`config.mk`:
```
export PLATFORM = sky130hd
export DESIGN_NAME = seq_det_ctrl
export DESIGN_NICKNAME = d
export VERILOG_FILES = /design/src/rtl/seq_det_ctrl.sv
export SDC_FILE = /design/constraint.sdc
export NUM_CORES = 1
export LEC_CHECK = 0
export BUFFER_PORTS_ARGS = -buffer_cell sky130_fd_sc_hd__buf_2
export CAP_MARGIN = 20
export CORE_MARGIN = 2
export CORE_UTILIZATION = 25
export DETAILED_ROUTE_END_ITERATION = 10
export PLACE_DENSITY = 0.43
export RECOVER_POWER = 100
export SETUP_SLACK_MARGIN = 0.15
export SLEW_MARGIN = 20
export SYNTH_ARGS = -nofsm -noshare
export SYNTH_HDL_FRONTEND = slang
export SYNTH_SLANG_ARGS = --single-unit
export TNS_END_PERCENT = 50
```
`constraint.sdc`:
```
create_clock -name clk -period 7 [get_ports clk]
set_input_delay 0.35 -clock clk [delete_from_list [all_inputs] [get_ports clk]]
set_output_delay 0.35 -clock clk [all_outputs]
set_load 0.01 [all_outputs]
```
`src/rtl/seq_det_ctrl.sv`:
```
// Programmable serial sequence detector controller with start/abort handshake.
// Define SEQ_DET_OVERLAP_EN to let overlapping occurrences count.
module seq_det_ctrl #(
    parameter int PW = 8,
    parameter int CW = 8
) (
    input  logic                    clk,
    input  logic                    rst,
    input  logic                    cfg_we,
    input  logic [PW-1:0]           cfg_pattern,
    input  logic [$clog2(PW+1)-1:0] cfg_len,
    input  logic [CW-1:0]           cfg_thresh,
    input  logic                    start,
    input  logic                    abort,
    input  logic                    x_valid,
    input  logic                    x,
    output logic                    busy,
    output logic                    match,
    output logic [CW-1:0]           match_cnt,
    output logic                    done,
    output logic                    err
);

    localparam int LW = $clog2(PW + 1);

`ifdef SEQ_DET_OVERLAP_EN
    localparam bit OVL = 1'b1;
`else
    localparam bit OVL = 1'b0;
`endif

    typedef enum logic [1:0] {IDLE, FILL, RUN, DONE} state_t;

    state_t        state;
    logic [PW-1:0] pat;
    logic [PW-1:0] hist;
    logic [LW-1:0] len;
    logic [LW-1:0] fill;
    logic [CW-1:0] thr;

    logic [PW-1:0] hnext;
    logic [PW-1:0] mask;
    logic [LW-1:0] fnext;
    logic [LW-1:0] elen;
    logic [CW-1:0] cinc;
    logic          hit;
    logic          full;
    logic          legal;
    logic          arm;

    assign hnext = {hist[PW-2:0], x};
    assign fnext = fill + LW'(1);
    assign full  = (state == RUN) || (fnext == len);
    assign hit   = ((hnext ^ pat) & mask) == '0;
    // A same-cycle config write is the one the legality check must see.
    assign elen  = cfg_we ? cfg_len : len;
    assign legal = (elen != '0) && (elen <= LW'(PW));
    assign cinc  = (match_cnt == '1) ? match_cnt : match_cnt + CW'(1);
    assign arm   = start && !abort;

    always_comb begin
        mask = '0;
        for (int i = 0; i < PW; i++) begin
            if (LW'(i) < len) mask[i] = 1'b1;
        end
    end

    always_ff @(posedge clk) begin
        if (rst) begin
            state     <= IDLE;
            pat       <= '0;
            len       <= '0;
            thr       <= '0;
            hist      <= '0;
            fill      <= '0;
            busy      <= 1'b0;
            match     <= 1'b0;
            match_cnt <= '0;
            done      <= 1'b0;
            err       <= 1'b0;
        end else begin
            match <= 1'b0;
            err   <= 1'b0;
            unique case (state)
                IDLE: begin
                    if (cfg_we) begin
                        pat <= cfg_pattern;
                        len <= cfg_len;
                        thr <= cfg_thresh;
                    end
                    if (arm && legal) begin
                        state     <= FILL;
                        busy      <= 1'b1;
                        hist      <= '0;
                        fill      <= '0;
                        match_cnt <= '0;
                    end else if (arm) begin
                        err <= 1'b1;
                    end
                end
                FILL, RUN: begin
                    if (abort) begin
                        state <= IDLE;
                        busy  <= 1'b0;
                    end else if (x_valid) begin
                        hist <= hnext;
                        if (state == FILL) fill <= fnext;
                        if (full) begin
                            state <= RUN;
                            if (hit) begin
                                match     <= 1'b1;
                                match_cnt <= cinc;
                                if (thr != '0 && cinc == thr) begin
                                    state <= DONE;
                                    busy  <= 1'b0;
                                    done  <= 1'b1;
                                end else if (!OVL) begin
                                    hist  <= '0;
                                    fill  <= '0;
                                    state <= FILL;
                                end
                            end
                        end
                    end
                end
                DONE: begin
                    if (arm) begin
                        state     <= FILL;
                        busy      <= 1'b1;
                        done      <= 1'b0;
                        hist      <= '0;
                        fill      <= '0;
                        match_cnt <= '0;
                    end
                end
            endcase
        end
    end

endmodule
```
# --- Word-level counts from Yosys, hierarchy flattened ---
# Index checks and enable logic that the tools add are counted.
totals:
  reg_bits: 45
  inputBits: 27
  output_inout_bits: 12
op_classes:
  n_addsub: 2
  order_cmp: 9
  eq_ne: 17
  n_mux: 57
  bitwise_logic: 6
  n_reduce_logical: 20
op_table:
  columns: ["op", "n"]
  rows:
  - ["$mux 8", 7]
  - ["$mux 4", 9]
  - ["$mux 7", 5]
  - ["$pmux 8 s3", 1]
  - ["$mux 1", 23]
  - ["$pmux 7 s3", 1]
  - ["$lt 3x4->1 const A", 4]
  - ["$mux 2", 7]
  - ["$ne 2x2->1 const B", 7]
  - ["$ne 3x3->1 const B", 4]
  - ["$pmux 4 s3", 1]
  - ["$reduce_and 6->1", 2]
  - ["$add 8x1->8 const B", 1]
  - ["$and 8x8->8", 1]
  - ["$eq 8x8->1", 1]
  - ["$eq 8x8->1 const B", 1]
  - ["$logic_not 8->1", 1]
  - ["$lt 1x4->1 const A", 2]
  - ["$lt 2x4->1 const A", 2]
  - ["$reduce_and 4->1", 2]
  - ["$reduce_bool 8->1", 1]
  - ["$xor 8x8->8", 1]
  - ["$reduce_and 7->1", 1]
  - ["$pmux 2 s3", 1]
  - ["other kinds (18)", 25]

# --- Depth between registers and ports, before layout ---
logic_depth:
  word_depth: 10
  ltp_mapped: 11
  mapped_depth_nobuf: 9

# --- Worst setup path after synthesis ---
# No wires, ideal clock.
synth_timing:
  path_kind: "register to register"
  startpoint: "reg match_cnt[0]"
  endpoint: "reg fill[3]"
  setup_time_ps: 74
  t_arrival_ps: 2426
  required_time_ps: 6926
  slack_ps: 4500
  stages_incl_launch_ff: 12
  path_buffers: 3
  cell_sequence: "dfxtp_1 -> ha_1 -> buf_6 -> and3_4 -> buf_6 -> or3_1 -> a31oi_2 -> nand4_2 -> o31ai_4 -> buf_6 -> nand4_1 -> a31oi_1"
synth_via:
  elab_chain_len: 10
synth_lines:
  columns: ["element", "line", "rtl"]
  rows:
  - ["from (decl)", "19", "output logic [CW-1:0] match_cnt,"]
  - ["from (signal assigned)", "112", "match_cnt <= cinc;"]
  - ["$add 8x1->8 / $eq 8x8->1 (equally long branches)", "58", "assign cinc = (match_cnt == '1) ? match_cnt : match_cnt + CW'(1);"]
  - ["$mux 8 (*)", "58", null]
  - ["$eq 8x8->1 (*)", "113", "if (thr != '0 && cinc == thr) begin"]
  - ["$logic_and 1x1->1 (*)", "113", null]
  - ["$mux 4 (*)", "113", null]
  - ["$mux 4 (*)", "110", "if (hit) begin"]
  - ["$mux 4 (*)", "108", "if (full) begin"]
  - ["$mux 4 (*)", "105", "end else if (x_valid) begin"]
  - ["$mux 4 (*)", "102", "if (abort) begin"]
  - ["$pmux 4 s3 (*)", "84", "unique case (state)"]
  - ["to (signal assigned)", "107", "if (state == FILL) fill <= fnext;"]
  - ["to (decl)", "38", "logic [LW-1:0] fill;"]
# Every way passes the cells marked *; elsewhere a longest branch is shown, timed or not. The select of a mux whose other input is x is not followed.
# A chain may end at the register's enable or synchronous reset.

# --- Worst setup path after layout ---
layout_timing:
  startpoint: "reg match_cnt[0]"
  endpoint: "reg fill[0]"
# Same word-level chain as after synthesis.

==> impl_results.md <==
* Clk sinks at 45
* PostCTS Resize Cnt at 0
* Cell taking the most area after synthesis: dfxtp_1
* Num CTS Buffers at 5
* Gp weighted congestion at 0.842
* Die width at 107 um
* Post-Layout Cell Count at 496
* Unrepaired setup endpoints after global routing: false
* Period Utilization, post-route at 0.536
* DRC viols at 0
* Total power at 0.605 mW
* Syn Area/Cell at 7.86 um2
* Final setup fails at 0
* Reg-to-reg startpoint: match_cnt[0]$_SDFFE_PP0P_
* Vias per inst at 4.96
* Run status: finished, violations left
* Initial antenna violation count at 0
* Largest net degree at the start of global routing at 51
* Area delta synth->final at 8.85%
* Yosys cell types at 54
* VDD IR-drop max at 0.0833 mV
* Row cnt at 37
* Crit start category: flop
* Placed Instances at 489
* GR Overflow Total at 0
* Ys async rst share at 0
* H-tree lvl count at 2
* Max-cap violations at 1
* Slowest stage cell, crit path: o31ai_1
* Max FO, Critical Path at 15
* Clock power share at 0.272
* Pwr Density at 208 mW/mm2
* Count leader, synth: nand2_1
* Main area contributors after synthesis: dfxtp_1 (34%), nand2_1 (7.7%), a21oi_1 (7.1%)
* Min-delay src: cfg_pattern[3]
* Crit Path Class: reg2reg
* Max Fclk at 267 MHz
* Largest stage delay on the critical path at 1.28 ns
* Hpwl dp at 5160 um
* Initial drt markers at 121
* Vias in the first global route at 2,364
* Die area at 0.0115 mm2
* Top cell type's share of synthesized area at 0.337
* Leak at 1.04 nW
* Slew headroom at -0.0720
* Slew Limit Fails at 16
* Routed WL at 7210 um
* Ys flop type: dfxtp_1
* Post-synth net total at 373
* Sequential share of the synthesized area at 0.337
* Root buf cell: clkbuf_8
* Failing checks: max-capacitance violations, max-slew violations
* Met3 Use GR at 0.0254
* Ports at 39
* Met1 Use GR at 0.192
* Switch share at 0.349
* Post-Synthesis Cell Area at 0.00267 mm2
* Cell family contributing the most delay on the critical path: compound AO/OA/AOI/OAI gates
* Detail Route Antenna Nets at 0
* First-pass iteration count of the detailed router at 4
* Nets@finish at 393
* Share of layout cells above drive strength 1 at 0.100
* Via count at 2,458
* GRT Total Usage at 0.131
* Internal power at 0.394 mW
* Worst Skew at 0.00687 ns
* Post-Place Setup Slack at 4.09 ns
* Final Hold Fails at 0
* Clock buffer depth at 2
* Worst-Skew Late Latency at 0.30 ns
* Sequential power share at 0.480
* CP required at 7.21 ns
* Fin Setup TNS at 0 ns
* PnR worst setup slack at 3.25 ns
* Met2 Usage GRT at 0.196
* Hold Path Class: in2reg
* Crit path time final at 3.75 ns
* CP Buf/Inv Count at 0
* Fin area at 0.00291 mm2
* ANT cells at 0
* CP cell instances: ha_1, and3_1, nand2_1, a41oi_1, mux2i_1, o31ai_1, a31oi_1, a211oi_1
* CTS tree: yes
* Initial Util at 0.258
* CTS hold repair buffers at 0
* Die height at 107 um
* Combinational share of power at 0.248
* Setup crit end kind: flop
* Port-buffer cells at 38
* Wire per inst at 14.5 um
* Setup repair bufs after CTS at 0
* Number of flops mapped to enable cells by yosys at 0
* Fillers at 1,174
* Worst-path clk slew at 0.09 ns
* Setup crit start: match_cnt[0]$_SDFFE_PP0P_
* Most instantiated cells after synthesis: nand2_1 (55), dfxtp_1 (45), a21oi_1 (38)
* Syn. warnings at 0
* Yosys reg bits at 45
* Core Footprint at 0.0104 mm2
* GRT Max-Usage Layer: met2
* Arr. time, crit path at 3.96 ns
* First-pass GRT wire length at 12,100 um
* Worst slew pin tran at 1.59 ns
* Cells after Synth at 340
* Sw power at 0.211 mW
* Placement Cell Area at 0.00289 mm2
## cells by family after synthesis
group / Yosys count / share of synthesized area
simple gates: 147 / 0.276
compound gates: 91 / 0.233
flops: 45 / 0.337
buf+inv: 33 / 0.0665
xor+xnor: 17 / 0.0557
fa+ha+maj: 6 / 0.0281
mux: 1 / 0.00375
## power groups by stage
stage | clock [mW] | sequential, mW | combinational, mW
after detailed placement | 0 | 0.297 | 0.159
after CTS | 0.172 | 0.290 | 0.160
after global routing | 0.182 | 0.294 | 0.173
after floorplan | 0 | 0.289 | 0.123
after global placement | 0 | 0.296 | 0.160
final | 0.164 | 0.290 | 0.150
## through the flow
stage	util	hold slack [ns]
6_report	0.281	0.277
5_1_grt	0.281	0.262
4_1_cts	0.286	0.264
3_5_place_dp	0.278	0.465
3_3_place_gp	0.278	0.461
2_1_floorplan	-	0.448
## registers in the layout, summed over array words and instances, names as in the netlist
name / flops
pat: 8
len: 4
fill: 4
match_cnt: 8
hist: 7
busy: 1
err: 1
match: 1
thr: 8
state: 2
done: 1
## routing by layer
metal	up-vias	routed length, um
li1	1266	-
met2	55	2980
met5	-	0
met3	6	315
met1	1131	3830
met4	0	94
## final timing paths
kind / endpoint / slack [ns] / cells past startpoint
worst max register to register: fill[0]$_SDFFE_PP0P_ / 3.25 / 8
worst max-delay path: fill[0]$_SDFFE_PP0P_ / 3.25 / 8
worst min register to register: pat[4]$_SDFFE_PP0P_ / 0.47 / 2
worst min-delay path: pat[3]$_SDFFE_PP0P_ / 0.28 / 3
## worst min-delay path: cells and delay by family
kind,cells,cell delay (ns)
simple gates,1,0.04
compound gates,1,0.05
buf+inv,1,0.09
## layout make-up
class                   count  area (um2)  share of cell area
flip-flops and latches     45         901               0.310
clock buffers               5        68.8              0.0237
repair buffers             38         175              0.0602
multi-input cells         262        1550               0.532
clock inverters             2        16.3             0.00559
inverters                   8        30.0              0.0103
well taps                 136         170              0.0585
## layout by cell type, fill, tap and decap left out, drive strengths merged, types with 5 or more instances in the layout
master   n
a211oi   7
nor2    22
xnor2    6
nor3    11
ha       6
nand2   55
a31oi   11
nand2b   7
nand4    9
inv      8
dfxtp   45
buf     26
o21ai    8
a32oi    7
nor2b    7
nand3   13
a21oi   38
xor2    11
clkbuf  17
and2     5
No activity file was read; power rests on OpenSTA's default activity.
